<file path="config.mk">
export PLATFORM = sky130hd
export DESIGN_NAME = instr_fetch_unit
export DESIGN_NICKNAME = d
export VERILOG_FILES = /design/src/rtl/instr_fetch_unit.sv
export SDC_FILE = /design/constraint.sdc
export NUM_CORES = 1
export LEC_CHECK = 0
export CAP_MARGIN = 25
export CORE_ASPECT_RATIO = 1.4
export CORE_MARGIN = 2
export CORE_UTILIZATION = 42
export CTS_CLUSTER_SIZE = 25
export DETAILED_ROUTE_END_ITERATION = 10
export PLACE_DENSITY = 0.87
export SLEW_MARGIN = 40
export SYNTH_ARGS = -nofsm -noshare
export SYNTH_HDL_FRONTEND = slang
export SYNTH_SLANG_ARGS = --single-unit
export TNS_END_PERCENT = 100
</file>
<file path="constraint.sdc">
create_clock -name clk -period 4.4 [get_ports clk]
set_clock_uncertainty 0.1 [all_clocks]
set_input_delay 0.88 -clock clk [delete_from_list [all_inputs] [get_ports clk]]
set_output_delay 0.88 -clock clk [all_outputs]
set_load 0.005 [all_outputs]
</file>
<file path="src/rtl/instr_fetch_unit.sv">
// instr_fetch_unit: program counter, saved fetch PC and instruction register
// for the multicycle RV32 core, plus the instruction-memory read handshake.
// Optional feature macro: FETCH_TIMEOUT_EN (abandon a fetch after TIMEOUT
// WAIT cycles without imem_ack). Default build waits indefinitely.
module instr_fetch_unit #(
  parameter int unsigned          XLEN      = 32,
  parameter logic [XLEN-1:0]      RESET_PC  = '0,
  parameter int unsigned          TIMEOUT   = 15,
  parameter logic [31:0]          NOP_INSTR = 32'h0000_0013
) (
  input  logic            clk,
  input  logic            rst,
  input  logic            pc_write,
  input  logic            ir_write,
  input  logic [XLEN-1:0] pc_next,
  output logic            imem_req,
  output logic [XLEN-1:0] imem_addr,
  input  logic [31:0]     imem_rdata,
  input  logic            imem_ack,
  output logic [XLEN-1:0] pc,
  output logic [XLEN-1:0] old_pc,
  output logic [31:0]     instr,
  output logic [6:0]      opcode,
  output logic [4:0]      rd,
  output logic [2:0]      funct3,
  output logic [4:0]      rs1,
  output logic [4:0]      rs2,
  output logic [6:0]      funct7,
  output logic            busy,
  output logic            fetch_err
);

  typedef enum logic {IDLE, WAIT} state_t;

  state_t state;

  // A zero timeout would abandon every fetch before memory could answer.
  if (TIMEOUT < 1) begin : g_timeout_range
    $error("instr_fetch_unit: TIMEOUT must be at least 1");
  end

`ifdef FETCH_TIMEOUT_EN
  localparam int unsigned CW = (TIMEOUT >= 16) ? $clog2(TIMEOUT + 1) : 4;
  localparam logic [CW-1:0] CNT_LAST = CW'(TIMEOUT - 1);
  logic [CW-1:0] cnt;
`endif

  // Program counter: loads on every pc_write, independent of fetch state.
  always_ff @(posedge clk or negedge rst) begin
    if (!rst) begin
      pc <= RESET_PC;
    end else if (pc_write) begin
      pc <= pc_next;
    end
  end

  // Fetch FSM; imem_req/busy are registered copies of (state == WAIT) so they
  // drop asynchronously with reset and never depend on imem_ack.
  always_ff @(posedge clk or negedge rst) begin
    if (!rst) begin
      state     <= IDLE;
      old_pc    <= RESET_PC;
      instr     <= NOP_INSTR;
      imem_req  <= 1'b0;
      busy      <= 1'b0;
      fetch_err <= 1'b0;
`ifdef FETCH_TIMEOUT_EN
      cnt       <= '0;
`endif
    end else begin
      case (state)
        IDLE: begin
          if (ir_write) begin
            old_pc <= pc;
            if (pc[1:0] == 2'b00) begin
              state    <= WAIT;
              imem_req <= 1'b1;
              busy     <= 1'b1;
`ifdef FETCH_TIMEOUT_EN
              cnt      <= '0;
`endif
            end else begin
              instr     <= NOP_INSTR;
              fetch_err <= 1'b1;
            end
          end
        end
        WAIT: begin
          if (imem_ack) begin
            instr    <= imem_rdata;
            state    <= IDLE;
            imem_req <= 1'b0;
            busy     <= 1'b0;
`ifdef FETCH_TIMEOUT_EN
          // cnt counts completed ack-less WAIT cycles, so CNT_LAST marks the
          // TIMEOUT-th one; an ack in that cycle is handled above and wins.
          end else if (cnt == CNT_LAST) begin
            instr     <= NOP_INSTR;
            fetch_err <= 1'b1;
            state     <= IDLE;
            imem_req  <= 1'b0;
            busy      <= 1'b0;
          end else begin
            cnt <= cnt + 1'b1;
`endif
          end
        end
        default: begin
          state    <= IDLE;
          imem_req <= 1'b0;
          busy     <= 1'b0;
        end
      endcase
    end
  end

  // Read address and decode fields are pure wiring.
  always_comb begin
    imem_addr = old_pc;
    opcode    = instr[6:0];
    rd        = instr[11:7];
    funct3    = instr[14:12];
    rs1       = instr[19:15];
    rs2       = instr[24:20];
    funct7    = instr[31:25];
  end

endmodule

</file>
==> results of run 1 <==
## registers in the layout (all words and copies together) (netlist names)
name	cells
state	1
instr	32
busy	1
fetch_err	1
pc	32
imem_addr	32
## stage by stage
stage	area (sq um)	setup WS (ns)	power, uW
after floorplan	4160	2.52	1540
after global placement	6070	1.67	1990
after detailed placement	6070	1.56	2020
after CTS	6380	1.91	2810
after global routing	6380	1.76	2910
final	6380	1.89	2780
## how the worst min path moves through the flow
stage	startpoint	end	slack, ns	cells past startpoint
after global routing	fetch_err	fetch_err	0.39	1
after CTS	fetch_err	fetch_err	0.37	1
after detailed placement	fetch_err	fetch_err	0.35	1
after floorplan	fetch_err	fetch_err	0.35	1
after global placement	fetch_err	fetch_err	0.34	1
final	fetch_err	fetch_err	0.36	1
## kinds of logic after synthesis
family,Yosys count,share of synthesized area (%)
buf+inv,79,14.0
compound gates,37,7.80
mux,65,17.6
simple gates,7,0.904
flops,99,59.7
## routing by layer
layer / global-route usage (%) / wire, microns / vias to the layer above
met4: 5.49 / 159 / 0
met3: 4.81 / 699 / 12
met1: 21.2 / 3760 / 1422
met2: 32.2 / 5390 / 130
li1: - / - / 1263
met5: 0 / 0 / -
## placed cells by master, fill, tap and decap left out, types with 2 or more instances in the layout
| cell type | instances |
|---|---|
| sky130_fd_sc_hd__a22o_1 | 29 |
| sky130_fd_sc_hd__clkinv_4 | 2 |
| sky130_fd_sc_hd__nand2_1 | 2 |
| sky130_fd_sc_hd__dfstp_2 | 3 |
| sky130_fd_sc_hd__mux2_1 | 2 |
| sky130_fd_sc_hd__clkdlybuf4s50_1 | 229 |
| sky130_fd_sc_hd__mux2_2 | 62 |
| sky130_fd_sc_hd__clkinv_2 | 2 |
| sky130_fd_sc_hd__o22a_1 | 3 |
| sky130_fd_sc_hd__dfrtp_1 | 96 |
| sky130_fd_sc_hd__clkbuf_16 | 9 |
| sky130_fd_sc_hd__buf_4 | 2 |
## layout make-up
type	count	area, sq um
fillers	752	3410
flip-flops and latches	99	2480
repair buffers	233	2320
multi-input cells	109	1100
clock buffers	10	239
well taps	135	169
clock inverters	6	65.1
## power by group
part           switching [uW]  total [uW]  internal (uW)
clock                     331         787            456
sequential                123        1180           1060
combinational             230         812            582
total                     684        2780           2090
==> flow_summary.html, run 1 <==
<table>
<tr><th>Metric</th><th>Value</th></tr>
<tr><th colspan="2">Status</th></tr>
<tr><td>Status</td><td>complete, no violations</td></tr>
<tr><th colspan="2">Setup path</th></tr>
<tr><td>Critical path, cell by cell</td><td>clkdlybuf4s50_1 &gt; and2_2 &gt; a21oi_4 &gt; a22o_1</td></tr>
<tr><td>Crit path launch type</td><td>input port</td></tr>
<tr><td>Data arrival time of the worst path</td><td>approximately 2.7 ns</td></tr>
<tr><td>Depth of the most critical reg-to-reg path</td><td>3</td></tr>
<tr><td>Cell with the biggest individual delay on the critical path</td><td>sky130_fd_sc_hd__a21oi_4</td></tr>
<tr><td>Cell count along the critical path</td><td>4</td></tr>
<tr><td>Data required time of the worst path</td><td>4.57 ns</td></tr>
<tr><td>Sort of element at the end of the critical path</td><td>flop</td></tr>
<tr><td>Worst flop-to-flop path startpoint</td><td>state</td></tr>
<tr><td>Largest fanout on the critical path</td><td>30</td></tr>
<tr><td>End of the critical path</td><td>instr[28]</td></tr>
<tr><td>Crit path kind</td><td>input port to flop</td></tr>
<tr><td>Capture instance of the worst register-to-register path</td><td>instr[28]</td></tr>
<tr><td>Critical Path Start</td><td>imem_ack</td></tr>
<tr><td>Worst-case register-to-register setup slack</td><td>2.43 ns</td></tr>
<tr><td>Worst path max stage delay</td><td>0.66 ns</td></tr>
<tr><td>Worst Path Buf+Inv</td><td>1</td></tr>
<tr><td>Kind of cell adding the most delay to the critical path</td><td>compound AO/OA/AOI/OAI gates</td></tr>
<tr><th colspan="2">CTS</th></tr>
<tr><td>Hold_buf cts</td><td>0</td></tr>
<tr><td>CTS resizes</td><td>0</td></tr>
<tr><td>Clock Latency Late Sink</td><td>0.33 ns</td></tr>
<tr><td>TritonCTS Sinks</td><td>99</td></tr>
<tr><td>Maximum buffer depth of the clock tree</td><td>2</td></tr>
<tr><td>TritonCTS clock tree</td><td>yes</td></tr>
<tr><td>Clock transition at path regs</td><td>0.07 ns</td></tr>
<tr><td>Count of H-tree levels built during CTS</td><td>3</td></tr>
<tr><td>CTS buffer count</td><td>9</td></tr>
<tr><td>Buffer cell driving the clock tree root</td><td>sky130_fd_sc_hd__clkbuf_16</td></tr>
<tr><td>Post-CTS setup buffer count</td><td>0</td></tr>
<tr><th colspan="2">Die</th></tr>
<tr><td>Standard cell core area</td><td>9790 sq um</td></tr>
<tr><td>Die W</td><td>88.1 microns</td></tr>
<tr><td>Initial Utilization</td><td>42.4%</td></tr>
<tr><td>Total Die Area</td><td>10,700 sq um</td></tr>
<tr><td>Number of rows created at floorplan</td><td>43</td></tr>
<tr><td>Vertical extent of the die</td><td>122 microns</td></tr>
<tr><td>Number of placed I/O pins</td><td>232</td></tr>
<tr><th colspan="2">Power and ir drop</th></tr>
<tr><td>Max VDD drop</td><td>0.000338 V</td></tr>
<tr><td>Power density normalized to cell area</td><td>436 nW/um^2</td></tr>
<tr><td>Leakage</td><td>0.00265 uW</td></tr>
<tr><th colspan="2">Timing</th></tr>
<tr><td>Endpoints failing hold</td><td>0</td></tr>
<tr><td>Sum of negative setup slack</td><td>0 ns</td></tr>
<tr><td>Ratio of final minimum period to clock period</td><td>around 57%</td></tr>
<tr><td>Worst slew margin</td><td>about half</td></tr>
<tr><td>Unrepaired setup endpoints after global routing</td><td>false</td></tr>
<tr><td>Final number of max-transition violations</td><td>0</td></tr>
<tr><td>Final Critical Period</td><td>2.51 ns</td></tr>
<tr><td>Fmax</td><td>398 MHz</td></tr>
<tr><td>Pin slew with the least headroom to its limit</td><td>0.776 ns</td></tr>
<tr><td>Setup-failing EPs final</td><td>0</td></tr>
<tr><td>Hold Slack</td><td>0.362 ns</td></tr>
<tr><th colspan="2">Synth</th></tr>
<tr><td>Leading cell types by total area after synthesis</td><td>sky130_fd_sc_hd__dfrtp_1, sky130_fd_sc_hd__mux2_2, sky130_fd_sc_hd__buf_4</td></tr>
<tr><td>Sequential cell area fraction in the yosys report</td><td>between 50% and 60%</td></tr>
<tr><td>Number of warnings printed during yosys synthesis</td><td>0</td></tr>
<tr><td>Post-synthesis cell type count</td><td>22</td></tr>
<tr><td>Synth async-reset ratio</td><td>100%</td></tr>
<tr><td>FF+latch count, synth</td><td>99</td></tr>
<tr><td>Fraction of post-synthesis cell area in the top cell type by area</td><td>57.8%</td></tr>
<tr><td>Most used standard cell by instance count after synthesis</td><td>sky130_fd_sc_hd__dfrtp_1</td></tr>
<tr><td>Most used flip-flop cell after synthesis</td><td>sky130_fd_sc_hd__dfrtp_1</td></tr>
<tr><td>Net Count, Synth</td><td>356</td></tr>
<tr><td>Library cell with the largest summed area after synthesis</td><td>sky130_fd_sc_hd__dfrtp_1</td></tr>
<tr><td>Count of flip-flops with a built-in enable after synthesis</td><td>0</td></tr>
<tr><td>Mean post-synth cell area</td><td>14.5 sq um</td></tr>
<tr><td>Area of the mapped netlist</td><td>4160 sq um</td></tr>
<tr><td>Cell count after synthesis</td><td>287</td></tr>
<tr><td>Most instantiated cells after synthesis</td><td>sky130_fd_sc_hd__dfrtp_1, sky130_fd_sc_hd__buf_4, sky130_fd_sc_hd__mux2_2</td></tr>
<tr><th colspan="2">Drt</th></tr>
<tr><td>Number of iterations in the first detailed-routing pass</td><td>4</td></tr>
<tr><td>Vias after detailed routing</td><td>2,827</td></tr>
<tr><td>Wire length after detailed routing</td><td>10.0 mm</td></tr>
<tr><td>Vias per cell</td><td>approximately 4.8</td></tr>
<tr><td>Wire length per cell after detailed routing</td><td>between 15 and 20 microns</td></tr>
<tr><td>Drt initial violations</td><td>88</td></tr>
<tr><td>Antenna Nets Post-Route</td><td>0</td></tr>
<tr><td>Post-route DRC violation count</td><td>0</td></tr>
<tr><th colspan="2">Final layout</th></tr>
<tr><td>Post-layout utilization of the core</td><td>65.1%</td></tr>
<tr><td>Fin cells</td><td>a little under 600</td></tr>
<tr><td>Share of post-route cells with drive strength above 1</td><td>between 10% and 20%</td></tr>
<tr><td>Diode insertion count for antenna repair</td><td>0</td></tr>
<tr><td>Final net count</td><td>521</td></tr>
<tr><td>Post-synthesis to final-layout area growth</td><td>53.5%</td></tr>
<tr><th colspan="2">GRT</th></tr>
<tr><td>Residual overflow from global routing</td><td>0</td></tr>
<tr><td>Number of antenna violations at the first check in global routing</td><td>0</td></tr>
<tr><td>GRT Resource Usage Total</td><td>a little under a fifth</td></tr>
<tr><td>Maximum number of pins on one net before global-route repair</td><td>81</td></tr>
<tr><td>Number of global-route vias before repair</td><td>2,895</td></tr>
<tr><td>First-pass GRT wire length</td><td>14.9 mm</td></tr>
<tr><th colspan="2">Place</th></tr>
<tr><td>HPWL after detailed placement</td><td>7.44 mm</td></tr>
<tr><td>Gpl congestion</td><td>0.699</td></tr>
<tr><td>Number of buffers inserted by port buffering</td><td>approximately 230</td></tr>
<tr><td>Total instance count after detailed placement</td><td>576</td></tr>
<tr><th colspan="2">Flow run</th></tr>
<tr><td>Max-cap violations</td><td>0</td></tr>
<tr><th colspan="2">Hold path</th></tr>
<tr><td>Hold WC Path Type</td><td>flop to flop</td></tr>
</table>
No activity file was read; power rests on OpenSTA's default activity.
==> run 2: changes to the inputs <==
--- a/config.mk
+++ b/config.mk
@@ -8,10 +8,10 @@
 export CAP_MARGIN = 25
 export CORE_ASPECT_RATIO = 1.4
 export CORE_MARGIN = 2
-export CORE_UTILIZATION = 42
+export CORE_UTILIZATION = 35
 export CTS_CLUSTER_SIZE = 25
 export DETAILED_ROUTE_END_ITERATION = 10
-export PLACE_DENSITY = 0.87
+export PLACE_DENSITY = 0.77
 export SLEW_MARGIN = 40
 export SYNTH_ARGS = -nofsm -noshare
 export SYNTH_HDL_FRONTEND = slang
==> constraint.sdc (replaced) <==
create_clock -name clk -period 2 [get_ports clk]
set_clock_uncertainty 0.1 [all_clocks]
set_input_delay 0.4 -clock clk [delete_from_list [all_inputs] [get_ports clk]]
set_output_delay 0.4 -clock clk [all_outputs]
set_load 0.005 [all_outputs]
==> flow_summary.html, run 2 (synthesis gave the netlist of run 1 again) <==
<table>
<tr><th>Metric</th><th>Value</th></tr>
<tr><th colspan="2">Status</th></tr>
<tr><td>Status</td><td>complete, no violations (unchanged)</td></tr>
<tr><th colspan="2">Drt</th></tr>
<tr><td>Number of iterations in the first detailed-routing pass</td><td>4 (unchanged)</td></tr>
<tr><td>Vias after detailed routing</td><td>2,891 (was 2,827)</td></tr>
<tr><td>Antenna Nets Post-Route</td><td>0 (unchanged)</td></tr>
<tr><td>Vias per cell</td><td>4.73 (was 4.78)</td></tr>
<tr><td>Wire length per cell after detailed routing</td><td>17.1 microns (was 16.9 microns)</td></tr>
<tr><td>Drt initial violations</td><td>61 (was 88)</td></tr>
<tr><td>Post-route DRC violation count</td><td>0 (unchanged)</td></tr>
<tr><td>Wire length after detailed routing</td><td>10.4 mm (was 10.0 mm)</td></tr>
<tr><th colspan="2">Timing</th></tr>
<tr><td>Pin slew with the least headroom to its limit</td><td>0.762 ns (was 0.776 ns)</td></tr>
<tr><td>Ratio of final minimum period to clock period</td><td>94.7%</td></tr>
<tr><td>Endpoints failing hold</td><td>0 (unchanged)</td></tr>
<tr><td>Final Critical Period</td><td>1.89 ns</td></tr>
<tr><td>Fmax</td><td>~530 MHz</td></tr>
<tr><td>Final number of max-transition violations</td><td>0 (unchanged)</td></tr>
<tr><td>Setup WS post-layout</td><td>0.105 ns (was 1.89 ns)</td></tr>
<tr><td>Setup-failing EPs final</td><td>0 (unchanged)</td></tr>
<tr><td>Sum of negative setup slack</td><td>0 ns (unchanged)</td></tr>
<tr><td>Unrepaired setup endpoints after global routing</td><td>false (unchanged)</td></tr>
<tr><td>Worst slew margin</td><td>49.1% (was 48.3%)</td></tr>
<tr><th colspan="2">Die</th></tr>
<tr><td>Standard cell core area</td><td>11,700 sq um (was 9790 sq um)</td></tr>
<tr><td>Number of placed I/O pins</td><td>232 (unchanged)</td></tr>
<tr><td>Number of rows created at floorplan</td><td>47 (was 43)</td></tr>
<tr><td>Initial Utilization</td><td>35.5% (was 42.4%)</td></tr>
<tr><td>Total Die Area</td><td>12,800 sq um (was 10,700 sq um)</td></tr>
<tr><td>Die W</td><td>96.1 microns (was 88.1 microns)</td></tr>
<tr><td>Vertical extent of the die</td><td>133 microns (was 122 microns)</td></tr>
<tr><th colspan="2">CTS</th></tr>
<tr><td>Clock Latency Late Sink</td><td>0.34 ns (was 0.33 ns)</td></tr>
<tr><td>TritonCTS Sinks</td><td>99 (unchanged)</td></tr>
<tr><td>CTS buffer count</td><td>9 (unchanged)</td></tr>
<tr><td>Clock transition at path regs</td><td>0.07 ns (about the same)</td></tr>
<tr><td>Maximum buffer depth of the clock tree</td><td>2 (unchanged)</td></tr>
<tr><td>TritonCTS clock tree</td><td>yes (unchanged)</td></tr>
<tr><td>CTS resizes</td><td>0 (unchanged)</td></tr>
<tr><td>Count of H-tree levels built during CTS</td><td>3 (unchanged)</td></tr>
<tr><td>Buffer cell driving the clock tree root</td><td>sky130_fd_sc_hd__clkbuf_16 (unchanged)</td></tr>
<tr><th colspan="2">Place</th></tr>
<tr><td>Gpl congestion</td><td>0.744 (was 0.699)</td></tr>
<tr><td>Number of buffers inserted by port buffering</td><td>231 (unchanged)</td></tr>
<tr><td>Total instance count after detailed placement</td><td>594 (was 576)</td></tr>
<tr><td>HPWL after detailed placement</td><td>7.72 mm (was 7.44 mm)</td></tr>
<tr><td>Post-Place Setup Slack</td><td>-0.0600 ns (was 1.56 ns)</td></tr>
<tr><th colspan="2">Final layout</th></tr>
<tr><td>Commonest cells after routing, fill and taps aside</td><td>sky130_fd_sc_hd__clkdlybuf4s50_1, sky130_fd_sc_hd__dfrtp_1, sky130_fd_sc_hd__mux2_2, sky130_fd_sc_hd__a22o_1, sky130_fd_sc_hd__clkbuf_16 (unchanged)</td></tr>
<tr><td>Most common cell after layout, fill and taps aside</td><td>sky130_fd_sc_hd__clkdlybuf4s50_1 (unchanged)</td></tr>
<tr><td>Fin cells</td><td>611 (was 592)</td></tr>
<tr><td>Share of post-route cells with drive strength above 1</td><td>20.5% (was 19.7%)</td></tr>
<tr><td>Final net count</td><td>528 (was 521)</td></tr>
<tr><td>Diode insertion count for antenna repair</td><td>0 (unchanged)</td></tr>
<tr><td>Post-synthesis to final-layout area growth</td><td>56.3% (was 53.5%)</td></tr>
<tr><td>Filler cell count in the final layout</td><td>971 (was 752)</td></tr>
<tr><th colspan="2">Setup path</th></tr>
<tr><td>Sort of element at the end of the critical path</td><td>primary output (was flop)</td></tr>
<tr><td>Worst path max stage delay</td><td>0.55 ns (was 0.66 ns)</td></tr>
<tr><td>Kind of cell adding the most delay to the critical path</td><td>flip-flops (was compound AO/OA/AOI/OAI gates)</td></tr>
<tr><td>Crit path kind</td><td>flop to primary output (was input port to flop)</td></tr>
<tr><td>Worst Path Buf+Inv</td><td>1 (unchanged)</td></tr>
<tr><td>Capture instance of the worst register-to-register path</td><td>instr[28] (unchanged)</td></tr>
<tr><td>Critical path, cell by cell</td><td>clkdlybuf4s50_1 (was clkdlybuf4s50_1 &gt; and2_2 &gt; a21oi_4 &gt; a22o_1)</td></tr>
<tr><td>Largest fanout on the critical path</td><td>3 (was 30)</td></tr>
<tr><td>Crit path launch type</td><td>flop (was input port)</td></tr>
<tr><td>Data arrival time of the worst path</td><td>1.39 ns (was 2.68 ns)</td></tr>
<tr><td>Worst-case register-to-register setup slack</td><td>0.17 ns (was 2.43 ns)</td></tr>
<tr><td>Data required time of the worst path</td><td>1.50 ns (was 4.57 ns)</td></tr>
<tr><td>Worst flop-to-flop path startpoint</td><td>pc[1] (was state)</td></tr>
<tr><td>Depth of the most critical reg-to-reg path</td><td>3 (unchanged)</td></tr>
<tr><td>Cell with the biggest individual delay on the critical path</td><td>sky130_fd_sc_hd__dfstp_2 (was sky130_fd_sc_hd__a21oi_4)</td></tr>
<tr><th colspan="2">Power and ir drop</th></tr>
<tr><td>Switch Pwr</td><td>1520 uW (was 684 uW)</td></tr>
<tr><td>Power density normalized to cell area</td><td>961 nW/um^2 (was 436 nW/um^2)</td></tr>
<tr><td>Leakage</td><td>0.00270 uW (was 0.00265 uW)</td></tr>
<tr><td>Logic gate share of total power</td><td>29.1% (was 29.2%)</td></tr>
<tr><td>Sw frac</td><td>24.3% (was 24.6%)</td></tr>
<tr><td>Overall power after layout</td><td>6240 uW (was 2780 uW)</td></tr>
<tr><td>Max VDD drop</td><td>0.000388 V (was 0.000338 V)</td></tr>
<tr><td>Relative contribution of the clock network to total power</td><td>29.4% (was 28.3%)</td></tr>
<tr><td>Internal power consumption</td><td>4720 uW (was 2090 uW)</td></tr>
<tr><td>Sequential share of power</td><td>41.5% (was 42.4%)</td></tr>
<tr><th colspan="2">GRT</th></tr>
<tr><td>Residual overflow from global routing</td><td>0 (unchanged)</td></tr>
<tr><td>Number of antenna violations at the first check in global routing</td><td>0 (unchanged)</td></tr>
<tr><td>First-pass GRT wire length</td><td>15.9 mm (was 14.9 mm)</td></tr>
<tr><td>Number of global-route vias before repair</td><td>3,000 (was 2,895)</td></tr>
<tr><td>Maximum number of pins on one net before global-route repair</td><td>50 (was 81)</td></tr>
<tr><td>GRT Resource Usage Total</td><td>16.3% (was 18.1%)</td></tr>
<tr><th colspan="2">Hold path</th></tr>
<tr><td>Hold Path Sink</td><td>fetch_err (unchanged)</td></tr>
<tr><td>Worst hold start</td><td>fetch_err (unchanged)</td></tr>
<tr><td>Hold WC Path Type</td><td>flop to flop (unchanged)</td></tr>
<tr><td>Hold path cells</td><td>1 (unchanged)</td></tr>
<tr><th colspan="2">Flow run</th></tr>
<tr><td>Max-cap violations</td><td>0 (unchanged)</td></tr>
</table>
-- run 2: area by class of cell --
class | count | area, sq um | area share (%)
clock inverter | 6 | 87.6 | 1.35
multi-input combinational | 109 | 1100 | 16.9
clock buffer | 10 | 229 | 3.53
sequential | 99 | 2480 | 38.2
timing repair buffer | 240 | 2410 | 37.1
tap | 147 | 184 | 2.83
-- run 2: routing by layer --
| layer | share of wire, % | up-vias | global-route usage [%] |
|---|---|---|---|
| met5 | 0 | - | 0 |
| li1 | - | 1280 | - |
| met2 | 55 | 139 | 29.0 |
| met4 | 2.5 | 0 | 7.14 |
| met3 | 7.2 | 18 | 3.99 |
| met1 | 36 | 1454 | 17.8 |
-- run 2: metrics by stage --
stage	utilization [%]	hold WS, ns	area, sq um
after global routing	55.5	0.383	6490
after global placement	52.7	0.209	6170
after floorplan	-	0.00441	4160
final	55.5	0.361	6490
after CTS	55.5	0.365	6490
after detailed placement	52.7	0.213	6170
-- run 2: worst max-delay path by stage --
stage | depth (start not counted) | start | endpoint
floorplan | 4 | state | imem_addr[10]
CTS | 1 | instr[4] | instr[4]
detailed placement | 4 | ir_write | instr[15]
global route | 3 | pc[1] | instr[24]
global placement | 4 | ir_write | instr[30]
finish | 1 | instr[4] | instr[4]
-- run 2: power groups by stage --
stage / clock network (uW) / registers (uW) / logic (uW)
2_1_floorplan: 0 / 2600 / 785
3_3_place_gp: 0 / 2610 / 1800
3_5_place_dp: 0 / 2620 / 1840
4_1_cts: 1890 / 2600 / 1850
5_1_grt: 1970 / 2640 / 1940
6_report: 1830 / 2590 / 1820
-- run 2: repair_timing --
item | 4_1_cts | 5_1_grt
hold buffers | 1 | 0
setup buffers | 0 | 0
endpoints found under the hold margin | 20 | 0
